## config.mk

```make
export PLATFORM = sky130hd
export DESIGN_NAME = hazard_ctrl
export DESIGN_NICKNAME = d
export VERILOG_FILES = /design/src/rtl/hazard_ctrl_pkg.sv /design/src/rtl/hazard_ctrl_div_seq.sv /design/src/rtl/hazard_ctrl.sv
export SDC_FILE = /design/constraint.sdc
export NUM_CORES = 1
export LEC_CHECK = 0
export BUFFER_PORTS_ARGS = -buffer_cell sky130_fd_sc_hd__buf_2
export CAP_MARGIN = 10
export CORE_ASPECT_RATIO = 0.75
export CORE_MARGIN = 2
export CORE_UTILIZATION = 39
export DETAILED_ROUTE_END_ITERATION = 8
export PLACE_DENSITY = 0.76
export RECOVER_POWER = 25
export REMOVE_ABC_BUFFERS = 1
export SYNTH_ARGS = -nofsm -noshare
export SYNTH_HDL_FRONTEND = slang
export SYNTH_SLANG_ARGS = --single-unit
export TNS_END_PERCENT = 5
```

## constraint.sdc

```tcl
create_clock -name clk -period 1.7 [get_ports clk]
set_clock_uncertainty 0.05 [all_clocks]
set_input_delay 0.255 -clock clk [delete_from_list [all_inputs] [get_ports clk]]
set_output_delay 0.255 -clock clk [all_outputs]
set_load 0.03 [all_outputs]
```

## src/rtl/hazard_ctrl_pkg.sv

```systemverilog
// Shared pipeline definitions: divide sequencer states, result-source and
// forward-select codes, plus the forwarding priority helper.
package hazard_ctrl_pkg;

    typedef enum logic [1:0] {
        StIdle = 2'b00,
        StBusy = 2'b01,
        StDone = 2'b10
    } div_state_e;

    // ResultSrc code marking a load in EX
    localparam logic [1:0] ResultSrcLoad = 2'b01;

    // ALU operand forward selects
    localparam logic [1:0] FwdRegFile = 2'b00;
    localparam logic [1:0] FwdMem     = 2'b10;
    localparam logic [1:0] FwdWb      = 2'b01;

    // MEM result wins over WB; x0 never forwards
    function automatic logic [1:0] fwd_sel(input logic [4:0] rs,
                                           input logic [4:0] m_rd,
                                           input logic       m_we,
                                           input logic [4:0] w_rd,
                                           input logic       w_we);
        if (m_we && (m_rd != 5'd0) && (m_rd == rs)) begin
            return FwdMem;
        end else if (w_we && (w_rd != 5'd0) && (w_rd == rs)) begin
            return FwdWb;
        end
        return FwdRegFile;
    endfunction

endpackage

```

## src/rtl/hazard_ctrl_div_seq.sv

```systemverilog
// Multi-cycle divide sequencer: IDLE -> BUSY -> DONE -> IDLE with a
// down-counter sizing the BUSY phase so start + BUSY span DIV_CYCLES-1 cycles.
module div_seq
    import hazard_ctrl_pkg::*;
#(
    parameter int unsigned DIV_CYCLES = 33,
    parameter int unsigned CNT_W      = 6
) (
    input  logic clk,
    input  logic rst_n,
    input  logic start,
    output logic busy,
    output logic done,
    output logic start_hit
);

    localparam logic [CNT_W-1:0] CntLoad = CNT_W'(DIV_CYCLES - 2);

    div_state_e       state_q, state_d;
    logic [CNT_W-1:0] cnt_q, cnt_d;

    // State and counter registers
    always_ff @(posedge clk or negedge rst_n) begin
        if (!rst_n) begin
            state_q <= StIdle;
            cnt_q   <= '0;
        end else begin
            state_q <= state_d;
            cnt_q   <= cnt_d;
        end
    end

    // Next-state: BUSY leaves as the counter reaches zero; DONE ignores start
    always_comb begin
        state_d = state_q;
        cnt_d   = cnt_q;
        unique case (state_q)
            StIdle: begin
                if (start) begin
                    cnt_d   = CntLoad;
                    state_d = (DIV_CYCLES <= 2) ? StDone : StBusy;
                end
            end
            StBusy: begin
                cnt_d = (cnt_q != '0) ? cnt_q - CNT_W'(1) : '0;
                if (cnt_q <= CNT_W'(1)) begin
                    state_d = StDone;
                end
            end
            StDone: begin
                state_d = StIdle;
            end
            default: begin
                state_d = StIdle;
                cnt_d   = '0;
            end
        endcase
    end

    // Status outputs; start_hit is the combinational start cycle
    always_comb begin
        busy      = (state_q == StBusy);
        done      = (state_q == StDone);
        start_hit = rst_n && (state_q == StIdle) && start;
    end

endmodule

```

## src/rtl/hazard_ctrl.sv

```systemverilog
// Pipeline hazard unit: forwarding selects, load-use stall, branch flush and
// multi-cycle divide freeze of the front end.
module hazard_ctrl
    import hazard_ctrl_pkg::*;
#(
    parameter int unsigned DIV_CYCLES = 33,
    parameter int unsigned CNT_W      = 6
) (
    input  logic       clk,
    input  logic       rst_n,
    input  logic [4:0] D_Rs1,
    input  logic [4:0] D_Rs2,
    input  logic [4:0] E_Rs1,
    input  logic [4:0] E_Rs2,
    input  logic [4:0] E_Rd,
    input  logic       E_RegWrite,
    input  logic [1:0] E_ResultSrc,
    input  logic       E_PCSrc,
    input  logic       E_DivStart,
    input  logic [4:0] M_Rd,
    input  logic       M_RegWrite,
    input  logic [4:0] W_Rd,
    input  logic       W_RegWrite,
    output logic       F_Stall,
    output logic       D_Stall,
    output logic       E_Stall,
    output logic       D_Flush,
    output logic       E_Flush,
    output logic       M_Flush,
    output logic [1:0] E_ForwardA,
    output logic [1:0] E_ForwardB,
    output logic       E_DivBusy,
    output logic       E_DivDone
);

    logic div_busy, div_done, div_start_hit;
    logic dividing, load_use, redirect;

    div_seq #(
        .DIV_CYCLES (DIV_CYCLES),
        .CNT_W      (CNT_W)
    ) u_div_seq (
        .clk       (clk),
        .rst_n     (rst_n),
        .start     (E_DivStart),
        .busy      (div_busy),
        .done      (div_done),
        .start_hit (div_start_hit)
    );

    // Hazard detection; DONE releases everything so the divide advances
    always_comb begin
        dividing = div_start_hit || div_busy;
        load_use = rst_n && !dividing && !div_done && (E_ResultSrc == ResultSrcLoad) &&
                   (E_Rd != 5'd0) && ((E_Rd == D_Rs1) || (E_Rd == D_Rs2));
        redirect = rst_n && !dividing && !div_done && E_PCSrc;
    end

    // Stall/flush outputs; E_RegWrite is not needed by these rules
    always_comb begin
        F_Stall   = dividing || load_use;
        D_Stall   = dividing || load_use;
        E_Stall   = dividing;
        M_Flush   = dividing;
        D_Flush   = redirect;
        E_Flush   = redirect || load_use;
        E_DivBusy = div_busy;
        E_DivDone = div_done;
    end

    // Operand forwarding stays live during a divide
    always_comb begin
        E_ForwardA = fwd_sel(E_Rs1, M_Rd, M_RegWrite, W_Rd, W_RegWrite);
        E_ForwardB = fwd_sel(E_Rs2, M_Rd, M_RegWrite, W_Rd, W_RegWrite);
    end

    logic unused_ok;
    assign unused_ok = E_RegWrite;

endmodule

```

==> out/metrics.cfg, run 1 <==
[status]
status=finished with violations
violations=negative setup slack

[power_and_ir_drop]
fin_total_pwr_w=0.00143
vdd_drop_max_mv=0.620
power_density_nw_per_um2=968
p_leak_nw=0.724

[logic_synthesis]
synth.distinct_cells=32
ys.warnings.count=0
ys_ff_latch=8
syn_avg_cell_area_um2=8.26
syn-instance-count=112
syn-cell-area_um2=925
synth_edf_count=0
synth-seq-area-share_pct=21.7
synth_flop_cell=dfrtp_1
synthArstFlopShare_pct=100

[min_path]
hold_path.startpoint=E_DivStart
min_path_type=input pin to register

[clock_network]
htree_levels=1
clock_latency_ns=0.26
clockBufferDepth=2
cts_buffers=3
clkSlewWorstSetupHoldPaths_ns=0.06
cts_root_buf=clkbuf_4
cts.sinks=8
cts_tree=done

[critical_path]
setup.worst_path.start=u_div_seq.state_q[0]
worstPathCellList=nor3_2 -> o21ai_2 -> or4b_4 -> o22ai_4 -> buf_6
worstSetupStartpointType=register
max_stage_delay_ns=0.50
worstSetupPathType=register to primary output
cp-end-kind=primary output
cpLargestDelayFamily=simple AND/OR/NAND/NOR gates
timing.rr.start=u_div_seq.cnt_q[0]
worstPathArrival_ns=1.81
cp.required_ns=1.39
worst-path-max-fanout=4
reg2reg_slack_ns=0.08
slowest_stage=or4b_4
crit_buf_inv=1

[drt]
drc=0
totalWireLength_um=2790
dr.first_iter.drc_count=16
dr.pass1.iters=4
final_antenna_net_count=0
viasPerCell=4.99
wire_per_inst_um=12.7
num_vias=1092

[timing]
finalHoldViolations=0
setup_ws_ns=-0.416
setup_viol_count_final=6
fin_crit_ns=2.12
maxSlewHeadroom_pct=75.0
slew_viol_final=0
worst_pin_slew_ns=0.373
max_freq_ghz=0.473
fin_crit_sh_pct=124
rsz0062_at_grt=yes

[floorplanning]
start_util_pct=40.7
core_um2=2270
die_w_um=60.2
pin_count=56
die_y_um=46.2
design.die.area_um2=2780
rows=15

[global_routing]
overflow=0
antenna_found_initial=0
grt_pass1_vias=1007
grt.total_usage_pct=20.8
grt_max_degree=14
grt_first_pass_wirelength_um=4260

[run]
cap_viol_max_count=0

[finish]
antennaDiodeCount=0
final_area_um2=1480
layout.nets=234
layout-drive-gt1-share_pct=48.1
synthToLayoutAreaGrowth_pct=60.2
postLayoutCoreUtil_pct=65.2

[placement]
gp_congestion=0.925
numPortBuffers=54
dp_slack_ns=-0.242
dpl_cell_area_um2=1350
dp_hpwl_um=2240

-- tightest hold or removal path, stage by stage --
cell and delay (ns):
buf_2 0.13, o21ai_0 0.08, nor2_1 0.08
-- registers in the layout, summed over array words and instances, names as in the netlist --
name,count
u_div_seq.state_q,2
u_div_seq.cnt_q,6
-- cells in the mapped netlist (2+ instances only) --
master	count	area, µm²
a21oi_1	3	15.0
buf_4	2	15.0
dfrtp_1	8	200
ha_1	3	37.5
inv_1	5	18.8
nand2_1	4	15.0
nand3_1	2	10.0
nor2_1	11	41.3
nor2b_1	3	18.8
nor3_1	4	20.0
nor4_1	3	18.8
nor4_2	2	25.0
o21a_1	2	15.0
o21ai_0	5	25.0
o21ai_1	2	10.0
o22ai_1	4	25.0
or4_1	4	30.0
xnor2_1	7	61.3
xor2_1	25	219
-- power by group --
part	internal [W]	switching, W	total, W
logic	0.000426	0.000478	0.000904
registers	0.000280	0.0000954	0.000376
clock network	0.0000814	0.0000731	0.000154
-- metrics by stage --
| stage | TNS [ns] | hold WS, ns | cells |
|---|---|---|---|
| floorplan | -3.35 | -0.0906 | 108 |
| global placement | -0.893 | 0.159 | 214 |
| detailed placement | -1.04 | 0.164 | 214 |
| CTS | -1.61 | 0.239 | 218 |
| global route | -1.96 | 0.277 | 219 |
| finish | -1.50 | 0.267 | 219 |
-- cells by family (layout without fill, tap and decap cells) --
group                    after synthesis  count (layout)  share of synthesized area, %
multiplexers                           1               1                          1.22
buffers and inverters                  9              82                          4.60
flip-flops                             8               8                          21.7
AO/OA/AOI/OAI                         22              22                          15.2
XOR/XNOR                              32              32                          30.3
AND/OR/NAND/NOR                       37              37                          23.0
adder cells (fa/ha/maj)                3               3                          4.06
-- per-layer routing --
metal / GRT usage, % / share of wire (%) / vias up / wire length, µm
li1: - / - / 537 / -
met2: 40.0 / 55 / 34 / 1550
met1: 23.6 / 39 / 517 / 1080
met3: 4.49 / 4.4 / 4 / 122
met4: 4.44 / 1.4 / 0 / 38
met5: 0 / 0 / - / 0
-- worst paths after layout --
| kind | depth (start not counted) | end |
|---|---|---|
| worst max-delay path | 5 | F_Stall |
| worst min-delay path | 3 | u_div_seq.state_q[0] |
| worst max register to register | 4 | u_div_seq.cnt_q[5] |
| worst min register to register | 1 | u_div_seq.cnt_q[1] |
| max in group asynchronous | 3 | u_div_seq.cnt_q[2] |
| min in group asynchronous | 3 | u_div_seq.cnt_q[4] |
-- layout make-up --
class	instances	area, µm²
Inverter	5	18.8
Tap cell	34	42.5
Multi-Input combinational cell	95	736
Sequential cell	8	201
Clock buffer	3	22.5
Fill cell	196	790
Timing Repair Buffer	74	460
-- cell usage in the layout (no fill, tap or decap), drive strengths merged --
cell type / count
a21oi: 3
o211ai: 1
nand2: 4
nor2b: 3
nor2: 11
o22ai: 4
or3: 1
dfrtp: 8
o21ai: 8
a21o: 1
or4b: 1
dlygate4sd3: 1
ha: 3
inv: 5
o31a: 1
a22oi: 1
or4: 5
and2: 1
nor4: 5
o211a: 1
o21a: 2
xor2: 25
nor3: 4
nand3: 2
xnor2: 7
clkbuf: 4
mux2: 1
buf: 72
-- what timing repair did --
item / 4_1_cts / 5_1_grt
gates resized for setup: 12 / 12
endpoints found under the setup margin: 7 / 9
buffers inserted: 0 / 1
endpoints found under the hold margin: 8 / 0
hold buffers: 1 / 0
pin swaps: 3 / 4
Note: power is estimated with default switching activity, not from simulation.
==> run 2, diff against run 1 <==
- GPL_TIMING_DRIVEN: not set -> 0
- SLEW_MARGIN: not set -> 5
==> out/metrics.cfg, run 2 (synthesized netlist as in run 1, its figures left out) <==
[timing]
setup_viol_count_final=7  ; +1
maxSlewHeadroom_pct=70.7  ; -4.3 points
tns_ns=-1.73  ; -0.233 ns
fin_crit_ns=2.06  ; -0.0550 ns
setup_ws_ns=-0.361  ; +0.0550 ns
finalHoldViolations=0  ; unchanged
fin_crit_sh_pct=121  ; -3.2 points
rsz0062_at_grt=yes
worst_pin_slew_ns=0.436  ; +0.0624 ns
slew_viol_final=0  ; unchanged
max_freq_ghz=0.485  ; +2.7%

[critical_path]
rr_endpoint=u_div_seq.cnt_q[5]
rr_worst_depth=6  ; +2
worstPathArrival_ns=1.76  ; -0.05 ns
worstPathCellList=nor3_4 -> o21ai_2 -> or4b_4 -> o22ai_4 -> buf_6
worstSetupStartpointType=register
max_stage_delay_ns=0.50  ; about the same
cp.required_ns=1.39  ; about the same
slowest_stage=or4b_4
timing.rr.start=u_div_seq.state_q[1]
worst-path-max-fanout=3  ; -1
crit_buf_inv=1  ; unchanged
cpLargestDelayFamily=simple AND/OR/NAND/NOR gates
setup.worst_path.start=u_div_seq.state_q[0]
cp-end-kind=primary output
worstSetupPathType=register to primary output
reg2reg_slack_ns=0.01  ; -0.07 ns

[placement]
dpl.cell_count=196  ; -8.4%
dpl_cell_area_um2=1210  ; -10%
numPortBuffers=54  ; unchanged
dp_hpwl_um=1990  ; -11%
gp_congestion=0.984  ; +6.4%

[status]
violations=negative setup slack
status=finished with violations

[drt]
totalWireLength_um=2550  ; -8.7%
wire_per_inst_um=12.4  ; -3.0%
drc=0  ; unchanged
dr.first_iter.drc_count=22  ; +6
num_vias=1045  ; -4.3%
dr.pass1.iters=4  ; unchanged
final_antenna_net_count=0  ; unchanged
viasPerCell=5.07  ; +1.7%

[power_and_ir_drop]
power_density_nw_per_um2=1030  ; +6.5%
p_seq_share_pct=26.9  ; +0.7 points
p_leak_nw=0.672  ; -7.2%
clkPwrFrac_pct=10.2  ; -0.6 points
p_comb_share_pct=62.8  ; -0.2 points
vdd_drop_max_mv=0.539  ; -13%
switching_share_pct=45.9  ; +0.81 points
p_sw_w=0.000658  ; +1.6%
intPower_w=0.000775  ; -1.6%

[clock_network]
cts_buffers=3  ; unchanged
clock_latency_ns=0.25  ; about the same
htree_levels=1  ; unchanged
cts.sinks=8  ; unchanged
cts_tree=done
clkSlewWorstSetupHoldPaths_ns=0.06  ; about the same
cts_root_buf=clkbuf_4
clockBufferDepth=2  ; unchanged

[global_routing]
grt_max_degree=14  ; unchanged
grt_pass1_vias=1053  ; +4.6%
antenna_found_initial=0  ; unchanged
grt_first_pass_wirelength_um=4380  ; +2.9%
overflow=0  ; unchanged
grt.total_usage_pct=21.1  ; +0.31 points

[finish]
synthToLayoutAreaGrowth_pct=50.2
layout_common_cells=buf_2, xor2_1, nor2_1
layout-drive-gt1-share_pct=45.9  ; -2.2 points
fin_cells=206  ; -5.9%
fill_cells=206  ; +5.1%
top_register=u_div_seq.cnt_q
largest_reg_flops=6  ; unchanged
top_regs=u_div_seq.cnt_q x6, u_div_seq.state_q x2
final_common_cell=buf_2
layout.nets=221  ; -5.6%
antennaDiodeCount=0  ; unchanged
final_area_um2=1390  ; -6.3%

[run]
cap_viol_max_count=0  ; unchanged

[floorplanning]
design.die.area_um2=2780  ; unchanged
die_w_um=60.2  ; unchanged
pin_count=56  ; unchanged
core_um2=2270  ; unchanged
die_y_um=46.2  ; unchanged
rows=15  ; unchanged
start_util_pct=40.7  ; unchanged

[min_path]
holdPathEnd=u_div_seq.state_q[0]
min_path_type=input pin to register
hold_path_depth=3  ; unchanged
hold_path.startpoint=E_DivStart

[run 2: worst reg2reg max path: stages, from the launching register on]
cell	delay, ns
dfrtp_2	0.43
buf_4	0.15
buf_4	0.14
nor2b_1	0.32
o21ai_0	0.12
mux2_2	0.27
o21ai_0	0.13
[run 2: layout make-up]
class	instances	area, µm²	share of cell area, %
well taps	34	42.5	3.06
repair buffers	61	350	25.2
multi-input cells	95	752	54.1
inverters	5	18.8	1.35
clock buffers	3	22.5	1.62
flip-flops and latches	8	203	14.6
[run 2: through the flow]
step | util, % | worst slack, ns | total power [W] | hold slack (ns)
global route | 61.2 | -0.417 | 0.00154 | 0.341
global placement | 53.4 | -0.371 | 0.00108 | 0.0700
floorplan | - | -0.804 | 0.000889 | -0.0906
detailed placement | 53.4 | -0.385 | 0.00112 | 0.0711
finish | 61.2 | -0.361 | 0.00143 | 0.280
CTS | 58.8 | -0.407 | 0.00137 | 0.271
[run 2: how the worst max path moves through the flow]
stage | to | slack (ns) | depth (start not counted)
2_1_floorplan | D_Stall | -0.80 | 4
3_3_place_gp | D_Stall | -0.37 | 5
3_5_place_dp | D_Stall | -0.38 | 5
4_1_cts | D_Stall | -0.41 | 5
5_1_grt | D_Stall | -0.42 | 5
6_report | D_Stall | -0.36 | 5
[run 2: power groups by stage]
| stage | sequential (W) | clock [W] | combinational (W) |
|---|---|---|---|
| after floorplan | 0.000361 | 0 | 0.000528 |
| after global placement | 0.000386 | 0 | 0.000697 |
| after detailed placement | 0.000390 | 0 | 0.000729 |
| after CTS | 0.000369 | 0.000143 | 0.000855 |
| after global routing | 0.000396 | 0.000157 | 0.000987 |
| final | 0.000386 | 0.000146 | 0.000900 |
[run 2: timing repair]
item                                    in CTS  in global routing
resized for setup                           13                 12
hold buffers                                 1                  0
cloned                                       0                  0
endpoints found under the hold margin        8                  0
setup buffers                                6                  0
endpoints found under the setup margin       7                 14
pin swaps                                    4                  4
[run 2: layer usage]
metal  global-route usage, %  vias to the layer above  share of wire, %
met5                       0                        -                 0
met4                    7.11                        0               1.1
met3                    4.21                        5               5.7
met2                    40.0                       32                52
met1                    23.6                      491                41
li1                        -                      517                 -
